--- config.mk ---
export PLATFORM = sky130hd
export DESIGN_NAME = imem_port_arbiter
export DESIGN_NICKNAME = d
export VERILOG_FILES = /design/src/rtl/imem_port_arbiter.sv
export SDC_FILE = /design/constraint.sdc
export NUM_CORES = 1
export LEC_CHECK = 0
export CORE_AREA = 2 2 96 98
export DETAILED_ROUTE_END_ITERATION = 7
export DIE_AREA = 0 0 98 100
export GPL_ROUTABILITY_DRIVEN = 0
export HOLD_SLACK_MARGIN = 0.02
export PLACE_DENSITY_LB_ADDON = 0.08
export SLEW_MARGIN = 15
export SYNTH_ARGS = -nofsm -noshare
export SYNTH_HDL_FRONTEND = slang
export SYNTH_SLANG_ARGS = --single-unit
export TNS_END_PERCENT = 1
--- constraint.sdc ---
create_clock -name clk -period 1.8 [get_ports clk]
set_input_delay 0.36 -clock clk [delete_from_list [all_inputs] [get_ports clk]]
set_output_delay 0.36 -clock clk [all_outputs]
set_load 0.01 [all_outputs]
--- src/rtl/imem_port_arbiter.sv ---
// Two-port arbiter sharing one single-ported instruction memory
// between the fetch unit and the loader/debug port.
module imem_port_arbiter #(
    parameter int unsigned STARVE_MAX = 4
) (
    input  logic        clk,
    input  logic        rst,
    input  logic        fetch_req,
    input  logic [31:0] fetch_addr,
    output logic        fetch_gnt,
    output logic        fetch_rvalid,
    output logic [31:0] fetch_rdata,
    input  logic        load_req,
    input  logic        load_we,
    input  logic [31:0] load_addr,
    input  logic [31:0] load_wdata,
    output logic        load_gnt,
    output logic        load_rvalid,
    output logic [31:0] load_rdata,
    output logic        addr_err,
    output logic        mem_en,
    output logic        mem_we,
    output logic [9:0]  mem_addr,
    output logic [31:0] mem_wdata,
    input  logic [31:0] mem_rdata
);

    typedef enum logic [1:0] {
        OWN_NONE,
        OWN_FETCH,
        OWN_LOAD_RD
    } owner_t;

    owner_t     owner_q, owner_d;
    logic [3:0] starve_q, starve_d;
    logic       err_q, err_d;
    logic       force_fetch;
    logic       unused_bits;

    // Upper address bits are dropped: the memory aliases every 4 KiB.
    assign unused_bits = ^{fetch_addr[31:12], load_addr[31:12]};

    always_ff @(posedge clk) begin
        if (rst) begin
            owner_q  <= OWN_NONE;
            starve_q <= 4'd0;
            err_q    <= 1'b0;
        end else begin
            owner_q  <= owner_d;
            starve_q <= starve_d;
            err_q    <= err_d;
        end
    end

    always_comb begin
        force_fetch = fetch_req && (starve_q == 4'(STARVE_MAX));
        load_gnt    = !rst && load_req && !force_fetch;
        fetch_gnt   = !rst && fetch_req && !load_gnt;

        mem_en    = fetch_gnt | load_gnt;
        mem_we    = load_gnt & load_we;
        mem_wdata = load_wdata;
        mem_addr  = load_gnt ? load_addr[11:2] : fetch_addr[11:2];

        owner_d = OWN_NONE;
        unique case (1'b1)
            fetch_gnt:             owner_d = OWN_FETCH;
            load_gnt && !load_we:  owner_d = OWN_LOAD_RD;
            default:               owner_d = OWN_NONE;
        endcase

        // Count loader wins only while fetch is actually waiting.
        starve_d = starve_q;
        if (fetch_gnt || !fetch_req) begin
            starve_d = 4'd0;
        end else if (load_gnt) begin
            starve_d = starve_q + 4'd1;
        end

        err_d = (fetch_gnt && (fetch_addr[1:0] != 2'b00))
              || (load_gnt && (load_addr[1:0] != 2'b00));

        // Reset in the response cycle kills any pending read return.
        fetch_rvalid = !rst && (owner_q == OWN_FETCH);
        load_rvalid  = !rst && (owner_q == OWN_LOAD_RD);
        fetch_rdata  = fetch_rvalid ? mem_rdata : 32'd0;
        load_rdata   = load_rvalid ? mem_rdata : 32'd0;
        addr_err     = !rst && err_q;
    end

endmodule

==> impl_results.md, run 1 <==
- Status: finished with violations
- Failing checks: setup timing
- Syn_nets: 283
- Worst Path Required: 1.44 ns
- CP Buf/Inv Count: 3
- P_sw: 0.1923 mW
- Setup violators final: 12
- Fin worst setup slack: -0.3111 ns
- Sequential Power Share: 0.213
- Crit path launch type: flip-flop
- Final Skew: 0.001992 ns
- Synth top area share: 0.3544
- Post-DP HPWL: 3.807 mm
- Vias post-DR: 1500
- Achievable clock frequency: 473.7 MHz
- YS warnings: 0
- Hold Path Class: reg -> reg
- Setup crit start: starve_q[1]
- Synthesis-to-layout area growth: 125.8%
- Complex-gate fraction of the synthesized area: 0.02072
- Main combinational cell family by area after synthesis: simple AND/OR/NAND/NOR gates
- Pint: 0.5701 mW
- CORE AREA: 8890 µm²
- Synth Area in Adders: 0.02181
- Clk pwr share: 0.287
- Mean Syn Cell Area: 7.752 µm²
- Critical path arrival: 1.75 ns
- Area leader, netlist: and2_1
- Drc violations: 0
- Placed insts: 377
- Die Height: 100 µm
- Starting Density: 0.1291
- Row cnt: 35
- FF+latch count, synth: 7
- Final Hold Viols: 0
- RSZ-0062 raised after global routing: true
- CTS root buffer: clkbuf_8
- Commonest non-fill, non-tap cell in the layout: and2_1
- Crit path time final: 2.111 ns
- Antenna Cells: 0
- Via/cell ratio: 3.788
- Most frequent cells in the layout: and2_1 (65), clkdlybuf4s50_1 (58), clkbuf_2 (46)
- CTS sink count: 7
- Ports: 246
- Crit-path max FO: 6
- Worst stage delay on the critical path: 0.31 ns
- Met3 Use GR: 0.04805
- Busiest grt layer: met2
- Slew @ Worst Pin: 0.2566 ns
- Library cells used by synthesis: 25
- Count of pins over their slew limit: 0
- Max-capacitance violation count: 0
- Crit. End Element: output pin
- Clk buf depth: 2
- Htree depth: 1
- Nets: 421
- Antenna viol nets, final: 0
- Period utilisation layout: 1.173
- Post-synthesis sequential area ratio: 0.1221
- CTS tree: done
- Routed Wire Length: 5.169 mm
- PwrDens: 294.2 nW/µm²
- Die area: 9800 µm²
- Reg-to-reg critical path startpoint: starve_q[1]
- Worst setup path class: reg -> out
- CTS clk-pin slew, worst paths: 0.04 ns
- CTS buffer count: 3
- WL per Instance: 13.05 µm
- First-pass GRT wire length: 7.590 mm
- Die X-Extent: 98 µm
- Relative slew slack: 0.8280
- Vias in the first global route: 1484
- Drt first pass iters: 4
- CP max stage cell: dfxtp_2
- GR Util met2: 0.1749
- CP cell instances: inv_2, ha_4, nand4b_1, nand3b_4, buf_6, mux2_4, buf_6
- Peak supply drop: 0.0001541 V
- Multiplexer area fraction after synthesis: 0.1112
- GRT overflow: 0
- GR Util All Layers: 0.09716
- Post-Synth XOR/XNOR Area: 0.01527
- Tot Pwr: 0.7624 mW
- Synth Cell Area: 1147 µm²
- Worst slack, placed: -0.6700 ns
- Sw Ratio: 0.2523
- Initial antenna violation count: 0
- Clk_lat worst skew: 0.22 ns
- Largest net degree at the start of global routing: 18
- Layout cell share with drive strength beyond 1: 0.4316
- FILL cells: 982
- Port buffer count: 141
- Cells after Synth: 148
- Worst path most repeated cell: buf_6
- Met1 Use GR: 0.1009
- Family with the most delay on the worst path: simple AND/OR/NAND/NOR gates
- Post-Layout Cell Count: 396
- Logic pwr share: 0.500
- HP Start: starve_q[0]
- Initial DRC count: 14
- Hold buffer count at cts: 0
- Top post-synthesis cells by area: and2_1 (35%), buf_4 (21%), dfxtp_1 (12%), mux2_2 (5.9%), mux2_4 (5.2%)
- Leak: 1.308 nW
- Synth Area in Simple Gates: 0.4547
state kept, by name, indices dropped and copies added (netlist names):
signal,flops
owner_q,2
starve_q,4
err_q,1
final cells by class:
| type | count | area [µm²] | area share |
|---|---|---|---|
| clock buffers | 4 | 45.04 | 0.01738 |
| flip-flops and latches | 7 | 150.1 | 0.05794 |
| well taps | 111 | 138.9 | 0.05360 |
| repair buffers | 171 | 1454 | 0.5611 |
| multi-input cells | 99 | 788.3 | 0.3042 |
| inverters | 4 | 15.01 | 0.005794 |
Yosys cell counts (all sizes together):
cell type  instances
xnor2              1
nor3b              2
ha                 2
nor2b              1
clkbuf             4
buf               35
and3               1
nor3               3
dfxtp              7
mux2              10
o2bb2ai            1
nor2               4
xor2               1
nand4b             1
a211oi             2
nand3              1
and2              65
or2                1
inv                4
nand3b             2
power groups by stage:
stage	sequential (mW)	clock, mW	combinational, mW
2_1_floorplan	0.165	0	0.169
3_3_place_gp	0.166	0	0.360
3_5_place_dp	0.165	0	0.357
4_1_cts	0.164	0.228	0.393
5_1_grt	0.163	0.237	0.410
6_report	0.163	0.219	0.381
stage by stage:
| stage | hold WS (ns) | cell area, µm² | utilization | TNS (ns) |
|---|---|---|---|---|
| after floorplan | 0.4324 | 1147 | - | 0 |
| after global placement | 0.5306 | 2566 | 0.2887 | -48.35 |
| after detailed placement | 0.5148 | 2566 | 0.2887 | -48.36 |
| after CTS | 0.5135 | 2828 | 0.3181 | -3.176 |
| after global routing | 0.5330 | 2591 | 0.2915 | -4.658 |
| final | 0.5104 | 2591 | 0.2915 | -2.902 |
tightest hold or removal path: stages, from the launching register on:
cell and delay [ns]:
dfxtp_2 0.32, buf_4 0.11, nor3_1 0.04
per-layer routing:
metal / wire [µm] / share of wire
met1: 1957 / 0.38
met2: 2440 / 0.47
met3: 685 / 0.13
met4: 85 / 0.016
met5: 0 / 0
worst paths after layout:
path	to	slack [ns]	cells past startpoint
worst max-delay path	mem_addr[3]	-0.31	7
worst min-delay path	starve_q[0]	0.51	2
worst max register to register	starve_q[3]	0.39	7
worst min register to register	starve_q[0]	0.51	2
cell families (layout without fill, tap and decap cells):
family,count (synthesis),after routing
muxes,10,10
adders and majority gates,2,2
AOI/OAI and AO/OA,3,3
and+or+nand+nor,81,82
DFF,7,7
buffers and inverters,43,179
xor gates and xnor gates,2,2
repair_timing:
action | CTS | global route
buffers inserted | 12 | 0
pin swaps | 7 | 1
resized for setup | 208 | 67
endpoints found under the setup margin | 81 | 77
cloned | 3 | 0
Note: power is estimated with default switching activity, not from simulation.
==> run 2: changes to the inputs <==
==> constraint.sdc (replaced) <==
create_clock -name clk -period 2.13 [get_ports clk]
set_input_delay 0.426 -clock clk [delete_from_list [all_inputs] [get_ports clk]]
set_output_delay 0.426 -clock clk [all_outputs]
set_load 0.01 [all_outputs]
==> run 2 against run 1 <==
Global-route usage decreased by 0.99 points. Critical path depth fell by 2. Clock skew decreased by 0.0012 ns. The run still ends with setup timing left. Cell count decreased by 2.8%. Largest power group unchanged. Sequential share of layout area fell by 0.62 points. Via count down 5.5%. Highest routed layer unchanged.
==> impl_results.md, run 2 (synthesis results as in run 1) <==
- RSZ-0062 raised after global routing: true
- CTS buffer count: 3 (unchanged)
- CORE AREA: 8890 µm² (unchanged)
- Initial antenna violation count: 0 (unchanged)
- Met3 Use GR: 0.03482 (-0.01323)
- GR Util met2: 0.1549 (-0.02002)
- Layout cell share with drive strength beyond 1: 0.1861 (-0.2454)
- Clk_lat worst skew: 0.22 ns (about the same)
- Crit. End Element: output pin
- Achievable clock frequency: 452.4 MHz
- First-pass GRT wire length: 6.851 mm (-9.7%)
- Starting Density: 0.1291 (unchanged)
- Antenna viol nets, final: 0 (unchanged)
- Htree depth: 1 (unchanged)
- Vias post-DR: 1418 (-5.5%)
- Crit path launch type: primary input
- Clk buf depth: 2 (unchanged)
- Area of the multi-input gates: 735.7 µm² (-6.7%)
- Relative slew slack: 0.8738 (+0.04575)
- CTS root buffer: clkbuf_8
- CTS tree: done
- Failing checks: setup timing
- Hold Path Class: reg -> reg
- Crit-path max FO: 33 (+27)
- Final Skew: 0.0007565 ns (-0.001236 ns)
- Post-DP HPWL: 3.734 mm (-1.9%)
- Row cnt: 35 (unchanged)
- CTS sink count: 7 (unchanged)
- Logic pwr share: 0.479 (-0.021)
- Crit path time final: 2.211 ns
- Antenna Cells: 0 (unchanged)
- Leak: 1.817 nW (+39%)
- Drt first pass iters: 4 (unchanged)
- Clk pwr share: 0.294 (+0.007)
- Pint: 0.4620 mW (-19%)
- WL per Instance: 12.51 µm (-4.2%)
- GRT overflow: 0 (unchanged)
- Peak supply drop: 0.0001476 V (-4.2%)
- Met1 Use GR: 0.09646 (-0.004425)
- Synthesis-to-layout area growth: 135.9%
- Initial DRC count: 6 (-8)
- GR Util All Layers: 0.08729 (-0.009868)
- Drc violations: 0 (unchanged)
- Hold buffer count at cts: 0 (unchanged)
- Period utilisation layout: 1.038
- CTS clk-pin slew, worst paths: 0.04 ns (about the same)
- Ports: 246 (unchanged)
- Largest reg by FF count: starve_q
- Count of pins over their slew limit: 0 (unchanged)
- Critical path arrival: 1.78 ns (+0.03 ns)
- Final Hold Viols: 0 (unchanged)
- Die X-Extent: 98 µm (unchanged)
- Largest regs: starve_q (4), owner_q (2), err_q (1)
- Non-Filler Cell Area, Final: 2706 µm² (+4.4%)
- Sequential Power Share: 0.227 (+0.014)
- Largest net degree at the start of global routing: 34 (+16)
- Placed insts: 374 (-0.80%)
- Setup violators final: 3 (-9)
- Post-Layout Cell Count: 385 (-2.8%)
- Die area: 9800 µm² (unchanged)
- Commonest non-fill, non-tap cell in the layout: and2_1
- Port buffer count: 141 (unchanged)
- Nets: 410 (-2.6%)
- Busiest grt layer: met2
- Via/cell ratio: 3.683 (-2.8%)
- Worst setup path class: in -> out
- P_sw: 0.1476 mW (-23%)
- Routed Wire Length: 4.816 mm (-6.8%)
- Max-capacitance violation count: 0 (unchanged)
- FILL cells: 955 (-2.7%)
- Die Height: 100 µm (unchanged)
- Setup TNS: -0.1961 ns (+2.706 ns)
- Worst Path Required: 1.70 ns (+0.26 ns)
- PwrDens: 225.2 nW/µm² (-23%)
- FF/Latch Area: 140.1 µm² (-6.7%)
- Status: finished with violations
- Placed Area: 2544 µm² (-0.88%)
- Most frequent cells in the layout: and2_1 (65), clkdlybuf4s50_1 (62), dlymetal6s2s_1 (34)
- Max reg flops: 4 (unchanged)
- Slew @ Worst Pin: 0.1882 ns (-0.06841 ns)
- Vias in the first global route: 1360 (-8.4%)
- Fin worst setup slack: -0.08064 ns (+0.2304 ns)
- Sw Ratio: 0.2421 (-0.01019)
## run 2: path summary, 6_finish.rpt
check	startpoint	depth (start not counted)	slack (ns)	to
setup / recovery	rst	5	-0.08	fetch_rdata[18]
hold / removal	starve_q[0]	2	0.52	starve_q[0]
setup reg to reg	starve_q[1]	8	0.70	starve_q[2]
hold reg to reg	starve_q[0]	2	0.52	starve_q[0]
## run 2: metrics by stage
| step | utilization | setup slack, ns | hold WS (ns) | power, mW |
|---|---|---|---|---|
| 2_1_floorplan | - | 0.3836 | 0.4513 | 0.2827 |
| 3_3_place_gp | 0.2861 | -0.4495 | 0.5266 | 0.4430 |
| 3_5_place_dp | 0.2861 | -0.4715 | 0.5211 | 0.4401 |
| 4_1_cts | 0.2947 | -0.1356 | 0.5282 | 0.6237 |
| 5_1_grt | 0.3044 | -0.1648 | 0.5559 | 0.6467 |
| 6_report | 0.3044 | -0.08064 | 0.5211 | 0.6095 |
## run 2: layout make-up
type	instances	area share
multi-input cells	98	0.2718
clock buffers	4	0.01664
repair buffers	161	0.6029
well taps	111	0.05132
inverters	4	0.005548
flip-flops and latches	7	0.05178
## run 2: what timing repair did
action,4_1_cts,5_1_grt
resized for setup,72,49
endpoints found under the setup margin,81,49
pin swaps,3,3
gates cloned,1,0
buffers inserted,6,0
## run 2: power groups by stage
stage / clock, mW / sequential [mW] / combinational [mW]
floorplan: 0 / 0.139 / 0.143
global placement: 0 / 0.140 / 0.303
detailed placement: 0 / 0.140 / 0.301
CTS: 0.190 / 0.138 / 0.296
global route: 0.193 / 0.138 / 0.315
finish: 0.180 / 0.138 / 0.292
## run 2: worst max-delay path: stages
cell,delay [ns]
clkdlybuf4s15_2,0.25
nor3b_4,0.23
buf_12,0.19
and2_1,0.14
clkdlybuf4s50_1,0.53
## run 2: routing by layer
| metal | vias up | routed length, µm |
|---|---|---|
| met5 | - | 0 |
| met4 | 0 | 92 |
| met3 | 18 | 664 |
| met2 | 117 | 2247 |
| met1 | 596 | 1812 |
| li1 | 687 | - |
==> run 3: changes to the inputs <==
--- a/config.mk
+++ b/config.mk
@@ -6,12 +6,12 @@
 export NUM_CORES = 1
 export LEC_CHECK = 0
 export CORE_AREA = 2 2 96 98
+export CTS_CLUSTER_SIZE = 20
 export DETAILED_ROUTE_END_ITERATION = 7
 export DIE_AREA = 0 0 98 100
 export GPL_ROUTABILITY_DRIVEN = 0
 export HOLD_SLACK_MARGIN = 0.02
 export PLACE_DENSITY_LB_ADDON = 0.08
-export SLEW_MARGIN = 15
 export SYNTH_ARGS = -nofsm -noshare
 export SYNTH_HDL_FRONTEND = slang
 export SYNTH_SLANG_ARGS = --single-unit
==> results of run 3 <==
Same layout as run 2: the final DEF is identical, and so are final timing and power.
